$ cat src/rtl/rf_array_if.sv
// Register file access bundle: writeback write port, two read ports, ready flag.
// Ports: master = writeback/issue side, slave = rf_array.
// Read data comes back one cycle after the request; nothing is back-pressured.
interface rf_array_if #(
  parameter int REG_WIDTH      = 32,
  parameter int REG_ADDR_WIDTH = 5
);
  // writeback write port
  logic                      rf_rd_we;
  logic [REG_ADDR_WIDTH-1:0] rf_rd_addr;
  logic [REG_WIDTH-1:0]      rf_rd;
  // read port 1
  logic                      rs1_req;
  logic [REG_ADDR_WIDTH-1:0] rs1_addr;
  logic                      rs1_vld;
  logic [REG_WIDTH-1:0]      rs1_data;
  // read port 2
  logic                      rs2_req;
  logic [REG_ADDR_WIDTH-1:0] rs2_addr;
  logic                      rs2_vld;
  logic [REG_WIDTH-1:0]      rs2_data;
  // array usable
  logic                      rf_rdy;

  modport master (
    output rf_rd_we, rf_rd_addr, rf_rd,
    output rs1_req, rs1_addr, rs2_req, rs2_addr,
    input  rs1_vld, rs1_data, rs2_vld, rs2_data, rf_rdy
  );

  modport slave (
    input  rf_rd_we, rf_rd_addr, rf_rd,
    input  rs1_req, rs1_addr, rs2_req, rs2_addr,
    output rs1_vld, rs1_data, rs2_vld, rs2_data, rf_rdy
  );
endinterface

$ cat src/rtl/rf_array.sv
// Architectural integer register file: one write port, two registered read ports, x0 reads as zero.
// Latency: reads return 1 cycle after the request; init clears entries 1..DEPTH-1 one per cycle after reset.
// Backpressure: none; writes/reads accepted every cycle once rf_rdy is high, dropped while clearing.
// Ports: clk, rst (async, active-high), bus (rf_array_if.slave: write port, rs1/rs2 read ports, rf_rdy).
// Build option: define RF_BYPASS_EN to forward same-cycle write data to a colliding read.
module rf_array #(
  parameter int REG_WIDTH      = 32,
  parameter int REG_ADDR_WIDTH = 5
) (
  input  logic      clk,
  input  logic      rst,
  rf_array_if.slave bus
);

  localparam int DEPTH = 1 << REG_ADDR_WIDTH;
  localparam logic [REG_ADDR_WIDTH-1:0] ADDR_ZERO = '0;
  localparam logic [REG_ADDR_WIDTH-1:0] ADDR_ONE  = REG_ADDR_WIDTH'(1);
  localparam logic [REG_ADDR_WIDTH-1:0] ADDR_LAST = '1;

  typedef enum logic {ST_INIT, ST_RDY} state_e;

  state_e                    state_q, state_d;
  logic [REG_ADDR_WIDTH-1:0] icnt_q, icnt_d;
  logic                      rs1_vld_q, rs1_vld_d;
  logic                      rs2_vld_q, rs2_vld_d;
  logic [REG_WIDTH-1:0]      rs1_data_q, rs1_data_d;
  logic [REG_WIDTH-1:0]      rs2_data_q, rs2_data_d;

  // Storage has no reset; entry 0 is never written and never read out.
  logic [REG_WIDTH-1:0]      mem_q [DEPTH];
  logic                      mem_we;
  logic [REG_ADDR_WIDTH-1:0] mem_waddr;
  logic [REG_WIDTH-1:0]      mem_wdata;

  logic                      rdy;
  logic [REG_WIDTH-1:0]      rs1_rdval, rs2_rdval;

  assign rdy = (state_q == ST_RDY);

  // Sequencer and the single array write port, shared by init clearing and writeback.
  always_comb begin
    state_d   = state_q;
    icnt_d    = icnt_q;
    mem_we    = 1'b0;
    mem_waddr = bus.rf_rd_addr;
    mem_wdata = bus.rf_rd;
    case (state_q)
      ST_INIT: begin
        mem_we    = 1'b1;
        mem_waddr = icnt_q;
        mem_wdata = '0;
        icnt_d    = icnt_q + ADDR_ONE;
        if (icnt_q == ADDR_LAST) begin
          state_d = ST_RDY;
        end
      end
      ST_RDY: begin
        mem_we = bus.rf_rd_we && (bus.rf_rd_addr != ADDR_ZERO);
      end
      default: state_d = ST_INIT;
    endcase
  end

  // Read ports. mem_we in RDY already excludes x0, so x0 is never forwarded.
  always_comb begin
    rs1_rdval = mem_q[bus.rs1_addr];
    rs2_rdval = mem_q[bus.rs2_addr];
`ifdef RF_BYPASS_EN
    if (rdy && mem_we && (mem_waddr == bus.rs1_addr)) begin
      rs1_rdval = mem_wdata;
    end
    if (rdy && mem_we && (mem_waddr == bus.rs2_addr)) begin
      rs2_rdval = mem_wdata;
    end
`endif
    if (bus.rs1_addr == ADDR_ZERO) begin
      rs1_rdval = '0;
    end
    if (bus.rs2_addr == ADDR_ZERO) begin
      rs2_rdval = '0;
    end

    rs1_vld_d  = rdy && bus.rs1_req;
    rs2_vld_d  = rdy && bus.rs2_req;
    // Data holds its last value when no read is returned.
    rs1_data_d = rs1_vld_d ? rs1_rdval : rs1_data_q;
    rs2_data_d = rs2_vld_d ? rs2_rdval : rs2_data_q;
  end

  always_ff @(posedge clk or posedge rst) begin
    if (rst) begin
      state_q    <= ST_INIT;
      icnt_q     <= ADDR_ONE;
      rs1_vld_q  <= 1'b0;
      rs2_vld_q  <= 1'b0;
      rs1_data_q <= '0;
      rs2_data_q <= '0;
    end else begin
      state_q    <= state_d;
      icnt_q     <= icnt_d;
      rs1_vld_q  <= rs1_vld_d;
      rs2_vld_q  <= rs2_vld_d;
      rs1_data_q <= rs1_data_d;
      rs2_data_q <= rs2_data_d;
    end
  end

  always_ff @(posedge clk) begin
    if (mem_we) begin
      mem_q[mem_waddr] <= mem_wdata;
    end
  end

  assign bus.rs1_vld  = rs1_vld_q;
  assign bus.rs2_vld  = rs2_vld_q;
  assign bus.rs1_data = rs1_data_q;
  assign bus.rs2_data = rs2_data_q;
  assign bus.rf_rdy   = rdy;

endmodule

$ cat src/flat_wrapper.sv
// flat-port wrapper written by rule: the top's interface ports become plain ports
module rf_array_flat 
#(
  parameter int REG_WIDTH      = 32,
  parameter int REG_ADDR_WIDTH = 5
)
  (clk, rst, bus_rf_rd_we, bus_rf_rd_addr, bus_rf_rd, bus_rs1_req, bus_rs1_addr, bus_rs2_req, bus_rs2_addr, bus_rs1_vld, bus_rs1_data, bus_rs2_vld, bus_rs2_data, bus_rf_rdy);
  rf_array_if #(.REG_WIDTH(REG_WIDTH), .REG_ADDR_WIDTH(REG_ADDR_WIDTH)) bus_i ();
  input  logic clk;
  input  logic rst;
  input wire logic [$bits(bus_i.rf_rd_we)-1:0] bus_rf_rd_we;
  input wire logic [$bits(bus_i.rf_rd_addr)-1:0] bus_rf_rd_addr;
  input wire logic [$bits(bus_i.rf_rd)-1:0] bus_rf_rd;
  input wire logic [$bits(bus_i.rs1_req)-1:0] bus_rs1_req;
  input wire logic [$bits(bus_i.rs1_addr)-1:0] bus_rs1_addr;
  input wire logic [$bits(bus_i.rs2_req)-1:0] bus_rs2_req;
  input wire logic [$bits(bus_i.rs2_addr)-1:0] bus_rs2_addr;
  output wire logic [$bits(bus_i.rs1_vld)-1:0] bus_rs1_vld;
  output wire logic [$bits(bus_i.rs1_data)-1:0] bus_rs1_data;
  output wire logic [$bits(bus_i.rs2_vld)-1:0] bus_rs2_vld;
  output wire logic [$bits(bus_i.rs2_data)-1:0] bus_rs2_data;
  output wire logic [$bits(bus_i.rf_rdy)-1:0] bus_rf_rdy;
  assign bus_i.rf_rd_we = bus_rf_rd_we;
  assign bus_i.rf_rd_addr = bus_rf_rd_addr;
  assign bus_i.rf_rd = bus_rf_rd;
  assign bus_i.rs1_req = bus_rs1_req;
  assign bus_i.rs1_addr = bus_rs1_addr;
  assign bus_i.rs2_req = bus_rs2_req;
  assign bus_i.rs2_addr = bus_rs2_addr;
  assign bus_rs1_vld = bus_i.rs1_vld;
  assign bus_rs1_data = bus_i.rs1_data;
  assign bus_rs2_vld = bus_i.rs2_vld;
  assign bus_rs2_data = bus_i.rs2_data;
  assign bus_rf_rdy = bus_i.rf_rdy;
  rf_array #(.REG_WIDTH(REG_WIDTH), .REG_ADDR_WIDTH(REG_ADDR_WIDTH)) u_core (.clk(clk), .rst(rst), .bus(bus_i));
endmodule
$ cat config.mk
export PLATFORM = sky130hd
export DESIGN_NAME = rf_array_flat
export DESIGN_NICKNAME = d
export VERILOG_FILES = /design/src/rtl/rf_array_if.sv /design/src/rtl/rf_array.sv /design/src/flat_wrapper.sv
export SDC_FILE = /design/constraint.sdc
export NUM_CORES = 1
export LEC_CHECK = 0
export BUFFER_PORTS_ARGS = -buffer_cell sky130_fd_sc_hd__buf_2
export CAP_MARGIN = 20
export CORE_UTILIZATION = 40
export CTS_CLUSTER_DIAMETER = 120
export DETAILED_ROUTE_END_ITERATION = 12
export HOLD_SLACK_MARGIN = 0.06
export MAX_ROUTING_LAYER = met4
export PLACE_DENSITY = 0.58
export SLEW_MARGIN = 20
export SYNTH_ARGS = -nofsm -noshare
export SYNTH_HDL_FRONTEND = slang
export SYNTH_SLANG_ARGS = --single-unit
$ cat constraint.sdc
create_clock -name clk -period 3.6 [get_ports clk]
set_input_delay 0.9 -clock clk [delete_from_list [all_inputs] [get_ports clk]]
set_output_delay 0.9 -clock clk [all_outputs]
set_load 0.03 [all_outputs]
==> metrics <==
RSZ-0062 raised after global routing=no; die footprint=126000 sq um; worst path required time=3.99 ns; Min Hold Slack=0.162 ns; initial drt markers=3601; detailed-router iteration count before antenna repair=6; count of cell types in the netlist=50; Hold-fix buffers, CTS=0; Buf+Inv Stages, Crit Path=1; Port-buffer cells=118; clk root buf=clkbuf_16; DRC Markers=0; core area=124000 sq um; Mapped Area=49800 sq um; synth warn=0; internal cell power=22.3 mW; initial antenna violation count=8; Hold Crit Class=input port to asynchronous set/reset pin; Switch Pwr=6.70 mW; via count=28700; largest net degree at the start of global routing=74; Worst-Margin Slew=1.12 ns; outcome=complete, no violations; clk slew on worst S/H paths=0.06 ns; Worst EP arrival=3.24 ns; minimum clock period=2.85 ns; share of layout cells above drive strength 1=36.5%; period utilization=79.0%; Syn Nets=2534; Final HPWL DP=93.8 mm; gp weighted congestion=0.841; setup bufs post-CTS=0; CTS tree=yes; Comb power frac=8.9%; Max Slew Vio Count=0; Syn Inst Count=2480; TritonCTS buffer count=111; register share of total power=49.1%; CTS resizes=0; die width=355 microns; Routed WL=160 mm; switching part of the total=23.1%; ys async rst share=6.57%; clk buf depth=3; number of global-route vias before repair=29500; area grow syn2layout=15.6%; Clk pwr share=42.0%; Critical Path Max Stage Delay=0.75 ns; Fillers=10200; post-layout instance area=57500 sq um; PwrDens=504 nW/um^2; GRT Overall Usage=26.3%; TritonCTS sink count=1096; Final Skew=0.0199 ns; Vias per Instance=6.52; critical path's slowest cell=nor2_4; Max-Cap Viols=0; Core Util, Final=46.5%; Fin Setup TNS=0 ns; Post-DP Area=53600 sq um; Seq cells post-synth=1096; Seq/Total Area, Yosys=65.4%; kind of critical path=flop to flop; family with the most delay on the worst path=simple AND/OR/NAND/NOR gates; Nets=2723; number of antenna-violating nets in the routed design=0; H-tree levels=3; Final setup viols=0; maximum vdd drop=0.442 mV; I/O pin count=119; Hold Violations, Final=0; syn_area_per_cell=20.1 sq um; CP startpoint kind=flop; ys flop type=edfxtp_1; first-pass GRT wire length=225 mm; fmax=0.351 GHz; effective utilization at floorplan=40.3%; CP max FO=33; leakage=18.8 nW; crit-path cells=nor2b_1 > o2bb2ai_1 > nand2_1 > nor2_4 > buf_12; Remaining Overflow, GRT=0; Rows=129; height of the die=355 microns; WL/cell=36.4 microns; worst skew pair latency=0.72 ns; EDFF count, synth=1024; Crit. End Element=flop; Slew HR=25.0%
[logic make-up after synthesis]
| family | synth area share, % |
|---|---|
| fa+ha+maj | 0.0503 |
| buf+inv | 2.00 |
| simple gates | 1.88 |
| xor+xnor | 0.0528 |
| compound gates | 4.55 |
| mux | 26.1 |
| flops | 65.4 |
[sequential cells by signal, summed over array words and instances (netlist names)]
register             flops
u_core.bus.rs1_data     32
u_core.bus.rs2_data     32
u_core.icnt_q            5
u_core.bus.rs2_vld       1
u_core.mem_q          1024
u_core.bus.rf_rdy        1
u_core.bus.rs1_vld       1
[stage by stage]
stage,worst slack (ns),power [mW],std cells
2_1_floorplan,0.148,16.0,2480
3_3_place_gp,0.384,17.0,4192
3_5_place_dp,0.339,17.1,4192
4_1_cts,0.770,29.1,4401
5_1_grt,0.655,29.7,4405
6_report,0.754,29.0,4406
[final cells by class]
type                            instances  area [sq um]  share of cell area, %
Clock buffer                          155          3160                   5.49
Multi-Input combinational cell       1181         16500                   28.7
Timing Repair Buffer                  275          2510                   4.37
Inverter                                4          17.5                 0.0305
Clock inverter                         54           692                   1.20
Antenna cell                            4          10.0                 0.0174
Tap cell                             1637          2050                   3.56
Sequential cell                      1096         32600                   56.6
[path summary, 6_finish.rpt]
path	start	endpoint	slack, ns	cells after the start
worst max-delay path	u_core.bus.rf_rdy$_DFF_PP0_	u_core.mem_q[14][5]$_DFFE_PP_	0.75	5
worst min-delay path	rst	u_core.bus.rs2_data[23]$_DFFE_PP0P_	0.16	2
worst max register to register	u_core.bus.rf_rdy$_DFF_PP0_	u_core.mem_q[14][5]$_DFFE_PP_	0.75	5
worst min register to register	u_core.bus.rs2_data[31]$_DFFE_PP0P_	u_core.bus.rs2_data[31]$_DFFE_PP0P_	0.51	1
max in group asynchronous	rst	u_core.bus.rs2_data[5]$_DFFE_PP0P_	2.74	3
min in group clk	u_core.bus.rs2_data[31]$_DFFE_PP0P_	u_core.bus.rs2_data[31]$_DFFE_PP0P_	0.51	1
[cell usage after synthesis, drive strengths merged (2+ instances only)]
cell | number | area share [%]
nand3b | 4 | 0.060
xnor2 | 3 | 0.053
o22ai | 81 | 1.0
buf | 120 | 1.4
mux2i | 184 | 3.7
a31o | 30 | 0.53
nor2 | 40 | 0.30
a22oi | 3 | 0.045
a32o | 2 | 0.040
inv | 3 | 0.023
o41ai | 2 | 0.035
nand3 | 10 | 0.10
nand2b | 9 | 0.11
a22o | 29 | 0.51
clkbuf | 79 | 0.60
edfxtp | 1024 | 62
ha | 2 | 0.050
o2111ai | 2 | 0.035
mux2 | 5 | 0.11
dfrtp | 71 | 3.6
nor3 | 25 | 0.25
or2 | 6 | 0.075
nand2 | 54 | 0.41
o221ai | 81 | 1.4
o31ai | 2 | 0.030
o21bai | 25 | 0.38
nor2b | 5 | 0.063
a211oi | 4 | 0.060
mux4 | 492 | 22
or3 | 2 | 0.025
and2 | 34 | 0.43
a21oi | 34 | 0.34
[per-layer routing]
metal	vias up	share of wire, %	global-route usage (%)
met5	-	0	-
met4	0	3.2	8.89
met3	313	9.2	5.11
met2	1592	48	41.1
met1	15600	39	34.6
li1	11200	-	-
[worst register-to-register path, stage by stage (launching register included)]
cell and delay [ns]:
dfrtp_2 0.63, nor2b_1 0.30, o2bb2ai_1 0.21, nand2_1 0.30, nor2_4 0.75, buf_12 0.33
[placed cells by master, fill, tap and decap left out, types with 21 or more instances in the layout]
cell type | synthesis | layout
o21bai_1 | 25 | 25
a21oi_1 | 34 | 33
dfrtp_1 | 71 | 70
o221ai_1 | 81 | 81
a31o_1 | 30 | 30
a22o_1 | 29 | 29
nor3_1 | 25 | 25
buf_4 | 19 | 102
buf_12 | 1 | 55
clkbuf_16 | 0 | 113
nand2_1 | 54 | 52
and2_1 | 34 | 21
nor2_4 | 0 | 32
mux2i_1 | 184 | 184
edfxtp_1 | 1024 | 1024
mux4_2 | 492 | 492
buf_2 | 62 | 112
clkbuf_1 | 79 | 25
o22ai_1 | 81 | 81
[power groups by stage]
stage | Combinational [mW] | Sequential [mW] | Clock (mW)
2_1_floorplan | 1.42 | 14.6 | 0
3_3_place_gp | 2.54 | 14.5 | 0
3_5_place_dp | 2.57 | 14.5 | 0
4_1_cts | 2.58 | 14.2 | 12.3
5_1_grt | 2.70 | 14.2 | 12.8
6_report | 2.58 | 14.2 | 12.2
Power figures use the tool's default switching activity.
